[src/rtl/fetch_ctrl_if.sv]
// Bundle of the fetch controller's PC, instruction-memory, redirect and decoder signals.
// The master modport is the fetch controller; the slave modport is its environment.
interface fetch_ctrl_if;
    logic [15:0] i_pc;
    logic [15:0] o_npc;
    logic        o_hold;
    logic        mem_req;
    logic [15:0] mem_addr;
    logic        mem_ready;
    logic [15:0] mem_data;
    logic        br_take;
    logic [15:0] br_target;
    logic        dec_ready;
    logic        o_ir_valid;
    logic [15:0] o_ir;
    logic [15:0] o_ir_pc;

    modport master (
        input  i_pc, mem_ready, mem_data, br_take, br_target, dec_ready,
        output o_npc, o_hold, mem_req, mem_addr, o_ir_valid, o_ir, o_ir_pc
    );

    modport slave (
        output i_pc, mem_ready, mem_data, br_take, br_target, dec_ready,
        input  o_npc, o_hold, mem_req, mem_addr, o_ir_valid, o_ir, o_ir_pc
    );
endinterface

[src/rtl/fetch_ctrl.sv]
// Instruction-fetch controller: drives the PC file, issues word reads at the current PC
// and keeps a 2-entry prefetch buffer for the decoder; a taken branch flushes everything.
module fetch_ctrl (
    input  logic         clk,
    input  logic         rst,
    fetch_ctrl_if.master bus
);
    typedef enum logic [1:0] {BOOT, FETCH, FULL} state_t;

    state_t      state;
    logic        head_valid;
    logic [15:0] head_ir;
    logic [15:0] head_pc;
    logic        tail_valid;
    logic [15:0] tail_ir;
    logic [15:0] tail_pc;

    logic        flush;
    logic        push;
    logic        pop;

    // A redirect during BOOT is ignored, so flush only exists outside BOOT.
    always_comb begin
        flush = bus.br_take && (state != BOOT);
        push  = (state == FETCH) && bus.mem_ready && !flush;
        pop   = head_valid && bus.dec_ready && !flush;
    end

    assign bus.mem_req    = (state == FETCH);
    assign bus.mem_addr   = bus.i_pc;
    assign bus.o_npc      = bus.br_take ? bus.br_target : bus.i_pc + 16'd1;
    assign bus.o_hold     = !(flush || ((state == FETCH) && bus.mem_ready));
    assign bus.o_ir_valid = head_valid;
    assign bus.o_ir       = head_ir;
    assign bus.o_ir_pc    = head_pc;

    always_ff @(posedge clk) begin
        if (rst) begin
            state      <= BOOT;
            head_valid <= 1'b0;
            head_ir    <= 16'h0000;
            head_pc    <= 16'h0000;
            tail_valid <= 1'b0;
            tail_ir    <= 16'h0000;
            tail_pc    <= 16'h0000;
        end else begin
            // FULL is entered only when the buffer is at two entries after this edge,
            // and left as soon as a pop or a flush frees a slot.
            case (state)
                BOOT:    state <= FETCH;
                FETCH:   if (!flush && push && !pop && head_valid) state <= FULL;
                FULL:    if (flush || pop) state <= FETCH;
                default: state <= BOOT;
            endcase

            if (flush) begin
                head_valid <= 1'b0;
                tail_valid <= 1'b0;
            end else begin
                case ({push, pop})
                    2'b10: begin
                        if (!head_valid) begin
                            head_valid <= 1'b1;
                            head_ir    <= bus.mem_data;
                            head_pc    <= bus.i_pc;
                        end else begin
                            tail_valid <= 1'b1;
                            tail_ir    <= bus.mem_data;
                            tail_pc    <= bus.i_pc;
                        end
                    end
                    2'b01: begin
                        head_valid <= tail_valid;
                        head_ir    <= tail_ir;
                        head_pc    <= tail_pc;
                        tail_valid <= 1'b0;
                    end
                    2'b11: begin
                        if (tail_valid) begin
                            head_ir <= tail_ir;
                            head_pc <= tail_pc;
                            tail_ir <= bus.mem_data;
                            tail_pc <= bus.i_pc;
                        end else begin
                            head_ir <= bus.mem_data;
                            head_pc <= bus.i_pc;
                        end
                    end
                    default: ;
                endcase
            end
        end
    end
endmodule

[src/flat_wrapper.sv]
// flat-port wrapper written by rule: the top's interface ports become plain ports
module fetch_ctrl_flat 
  (clk, rst, bus_i_pc, bus_mem_ready, bus_mem_data, bus_br_take, bus_br_target, bus_dec_ready, bus_o_npc, bus_o_hold, bus_mem_req, bus_mem_addr, bus_o_ir_valid, bus_o_ir, bus_o_ir_pc);
  fetch_ctrl_if bus_i ();
  input  logic clk;
  input  logic rst;
  input wire logic [$bits(bus_i.i_pc)-1:0] bus_i_pc;
  input wire logic [$bits(bus_i.mem_ready)-1:0] bus_mem_ready;
  input wire logic [$bits(bus_i.mem_data)-1:0] bus_mem_data;
  input wire logic [$bits(bus_i.br_take)-1:0] bus_br_take;
  input wire logic [$bits(bus_i.br_target)-1:0] bus_br_target;
  input wire logic [$bits(bus_i.dec_ready)-1:0] bus_dec_ready;
  output wire logic [$bits(bus_i.o_npc)-1:0] bus_o_npc;
  output wire logic [$bits(bus_i.o_hold)-1:0] bus_o_hold;
  output wire logic [$bits(bus_i.mem_req)-1:0] bus_mem_req;
  output wire logic [$bits(bus_i.mem_addr)-1:0] bus_mem_addr;
  output wire logic [$bits(bus_i.o_ir_valid)-1:0] bus_o_ir_valid;
  output wire logic [$bits(bus_i.o_ir)-1:0] bus_o_ir;
  output wire logic [$bits(bus_i.o_ir_pc)-1:0] bus_o_ir_pc;
  assign bus_i.i_pc = bus_i_pc;
  assign bus_i.mem_ready = bus_mem_ready;
  assign bus_i.mem_data = bus_mem_data;
  assign bus_i.br_take = bus_br_take;
  assign bus_i.br_target = bus_br_target;
  assign bus_i.dec_ready = bus_dec_ready;
  assign bus_o_npc = bus_i.o_npc;
  assign bus_o_hold = bus_i.o_hold;
  assign bus_mem_req = bus_i.mem_req;
  assign bus_mem_addr = bus_i.mem_addr;
  assign bus_o_ir_valid = bus_i.o_ir_valid;
  assign bus_o_ir = bus_i.o_ir;
  assign bus_o_ir_pc = bus_i.o_ir_pc;
  fetch_ctrl u_core (.clk(clk), .rst(rst), .bus(bus_i));
endmodule
[config.mk]
export PLATFORM = sky130hd
export DESIGN_NAME = fetch_ctrl_flat
export DESIGN_NICKNAME = d
export VERILOG_FILES = /design/src/rtl/fetch_ctrl_if.sv /design/src/rtl/fetch_ctrl.sv /design/src/flat_wrapper.sv
export SDC_FILE = /design/constraint.sdc
export NUM_CORES = 1
export LEC_CHECK = 0
export CELL_PAD_IN_SITES_DETAIL_PLACEMENT = 0
export CELL_PAD_IN_SITES_GLOBAL_PLACEMENT = 1
export CORE_ASPECT_RATIO = 0.7
export CORE_MARGIN = 2
export CORE_UTILIZATION = 37
export DETAILED_ROUTE_END_ITERATION = 8
export PLACE_DENSITY = 0.83
export SETUP_SLACK_MARGIN = 0.5
export SLEW_MARGIN = 20
export SYNTH_ARGS = -nofsm -noshare
export SYNTH_HDL_FRONTEND = slang
export SYNTH_SLANG_ARGS = --single-unit
[constraint.sdc]
create_clock -name clk -period 6.1 [get_ports clk]
set_input_delay 0.915 -clock clk [delete_from_list [all_inputs] [get_ports clk]]
set_output_delay 0.915 -clock clk [all_outputs]
set_load 0.005 [all_outputs]
==> impl_results.md <==
- Final Setup Violations: 0
- DPL Wire Length: 6750 µm
- TritonCTS Buffers: 9
- Status: completed
- Total gr overflow: 0
- Post-synth EDFFs: 0
- Clk root buf: clkbuf_16
- Total negative setup slack: 0 ps
- First drt pass iteration count: 4
- Residual DRC: 0
- Final ANT Viol Nets: 0
- Arr. time, crit path: 3180 ps
- Post-synthesis sequential area ratio: 36.6%
- Worst VDD drop: 0.000116 V
- Worst Path Buf+Inv: 2
- Asr flop ratio synth: 0%
- Avg Cell Area, Syn: 8.91 µm²
- 1st-iter DRT viols: around 180
- Number of hold violations in the final report: 0
- Clock Sinks: between 60 and 70
- Largest stage delay, worst path: between 600 and 700 ps
- Vias: 3252
- Post-CTS Repair Setup Buffers: 0
- Resized Gates After CTS: 0
- Final GP Congestion: about 0.75
- Port buffer count: 119
- Antenna cells: 0
- Clk buf depth: 2
- Routed WL: 10000 µm
- FP Rows: 30
- Worst-path clk slew: around 50 ps
- Hold crit path type: reg -> reg
- Initial cell density of the core: 38.2%
- Multi-input gate area: roughly 2000 µm²
- Hold_ws: 458 ps
- CTS tree: yes
- Most frequent cell on the critical path: clkdlybuf4s50_1
- Post-route minimum period: 4090 ps
- Fillers: 928
- Initial antenna violation count: 0
- Post-Syn Instances: between 400 and 500
- Share of the synthesized area in the top cell type: 36.6%
- Max Cap Viol: 0
- Largest net degree at the start of global routing: 69
- Critical setup path kind: in -> out
- CP Capture Type: output pin
- Total GRT Usage: 19.4%
- I/O pin count: 120
- Worst-path cell chain: clkdlybuf4s50_1 > ha_1 > nand3_1 > nor4_2 > xor2_1 > mux2_2 > clkdlybuf4s50_1
- Area contributors post-synth: dfxtp_1, a221oi_2, nand2_1
- Share of layout cells above drive strength 1: 18.3%
- # H-tree levels: 3
- Layout area overhead: 36.7%
- Crit path max fanout: 7
- RSZ-0062 raised after global routing: no
- Post-synthesis net count: 477
- Fin crit share: 67.1%
- Avg WL per Cell: 15.8 µm
- First-pass GRT wire length: about 16000 µm
- Clock latency on the worst-skew pair: 320 ps
- Worst setup SP type: input pin
- Worst EP required: 5180 ps
- Die Span X: 124 µm
- Count leader, synth: nand2_1
- Distinct cells, synth: 38
- Die area: 10900 µm²
- CTS Hold Bufs: 0
- CP delay by family, top: buffers and inverters
- Vias/cell: between 5 and 6
- Final #Nets: 562
- Yosys warns: 0
- Commonest cells post-synth: nand2_1, dfxtp_1, a21oi_1, nor2_1
- Fmax: approximately 0.24 GHz
- Vias in the first global route: 3204
- Synthesized area: roughly 3700 µm²
- Area of the core: 9760 µm²
- Slowest CP cell: clkdlybuf4s50_1
- Fin Clk Skew: 3.59 ps
- PD cells: 229 nW/µm²
- Die Ht: 87.9 µm
- Slew HR: 32.8%
- Slew of the pin with the lowest slew margin: between 1000 and 1500 ps
- Synth Register Bits: 68
- Cell taking the most area after synthesis: dfxtp_1
- Ys flop type: dfxtp_1
- Max-slew violation total from the final report: 0
- Leakage power: 1.78 nW
- Register area: around 1400 µm²
metrics by stage:
stage	cells	utilization, %	power [mW]	instance area, µm²	setup slack [ps]
3_5_place_dp	620	49.3	0.696	4810	1940
2_1_floorplan	418	-	0.585	3720	3280
3_3_place_gp	620	49.3	0.693	4810	2060
5_1_grt	636	52.2	1.22	5090	1880
4_1_cts	636	52.2	1.18	5090	2000
6_report	636	52.2	1.17	5090	2010
final timing paths:
kind                            cells past startpoint  slack, ps                            from                                  to
worst min register to register                      2        460  u_core.tail_pc[1]$_SDFFE_PP0P_      u_core.tail_pc[1]$_SDFFE_PP0P_
worst min-delay path                                2        460  u_core.tail_pc[1]$_SDFFE_PP0P_      u_core.tail_pc[1]$_SDFFE_PP0P_
worst max register to register                      8       3200    u_core.state[0]$_SDFFE_PP0P_  u_core.bus.o_ir_pc[7]$_SDFFE_PP0P_
worst max-delay path                                7       2010                     bus_i_pc[0]                       bus_o_npc[14]
sequential cells by signal, summed over array words and instances, names as in the netlist:
| signal | cells |
|---|---|
| u_core.state | 2 |
| u_core.bus.o_ir | 16 |
| u_core.tail_valid | 1 |
| u_core.bus.o_ir_valid | 1 |
| u_core.tail_pc | 16 |
| u_core.bus.o_ir_pc | 16 |
| u_core.tail_ir | 16 |
report_power, final:
part | leakage, nW | internal [mW] | switching [mW]
combinational | 1.08 | 0.110 | 0.0963
clock | 0.140 | 0.308 | 0.174
sequential | 0.554 | 0.466 | 0.0143
total | 1.78 | 0.884 | 0.284
layout make-up:
cell class	count	share of cell area [%]
Inverter	5	0.369
Clock inverter	1	0.0983
Multi-Input combinational cell	295	40.2
Sequential cell	68	26.7
Timing Repair Buffer	124	24.0
Clock buffer	15	5.46
Tap cell	128	3.15
worst register-to-register path: stages (launching register included):
cell and delay, ps:
dfxtp_1 450, o21ai_4 150, nand3_1 190, inv_1 110, ha_1 270, nand2b_1 250
nand4_4 660, a221oi_2 600, nor3_2 80
layout by cell type (no fill, tap or decap), types with 3 or more instances in the layout:
cell             synthesis  routed
inv_1                    5       5
clkbuf_8                 0       3
clkbuf_16                0       9
nand2_1                 84      83
nand3_1                  7       7
clkdlybuf4s50_1          0     118
mux2_2                   3       3
xor2_1                   5       5
a21oi_1                 36      36
nor3_1                   8       8
nor3_2                  30      30
buf_4                   18       5
dfxtp_1                 68      68
nor4_2                   3       3
a221oi_2                30      30
o21ai_0                 13      13
clkbuf_1                11       3
xnor2_1                  9       9
nor2_1                  36      36
ha_1                     6       6
routing by layer:
layer,track usage (%),wire (µm)
met1,26.0,4770
met2,31.7,4530
met3,4.43,661
met4,5.31,74
met5,0,0
cell families after synthesis:
kind of cell	count (synthesis)	synth area share, %
AO/OA/AOI/OAI	89	21.3
XOR/XNOR	14	3.29
adder cells (fa/ha/maj)	6	2.02
buffers and inverters	55	9.07
flip-flops	68	36.6
multiplexers	3	0.907
AND/OR/NAND/NOR	183	26.8
No activity file was read; power rests on OpenSTA's default activity.
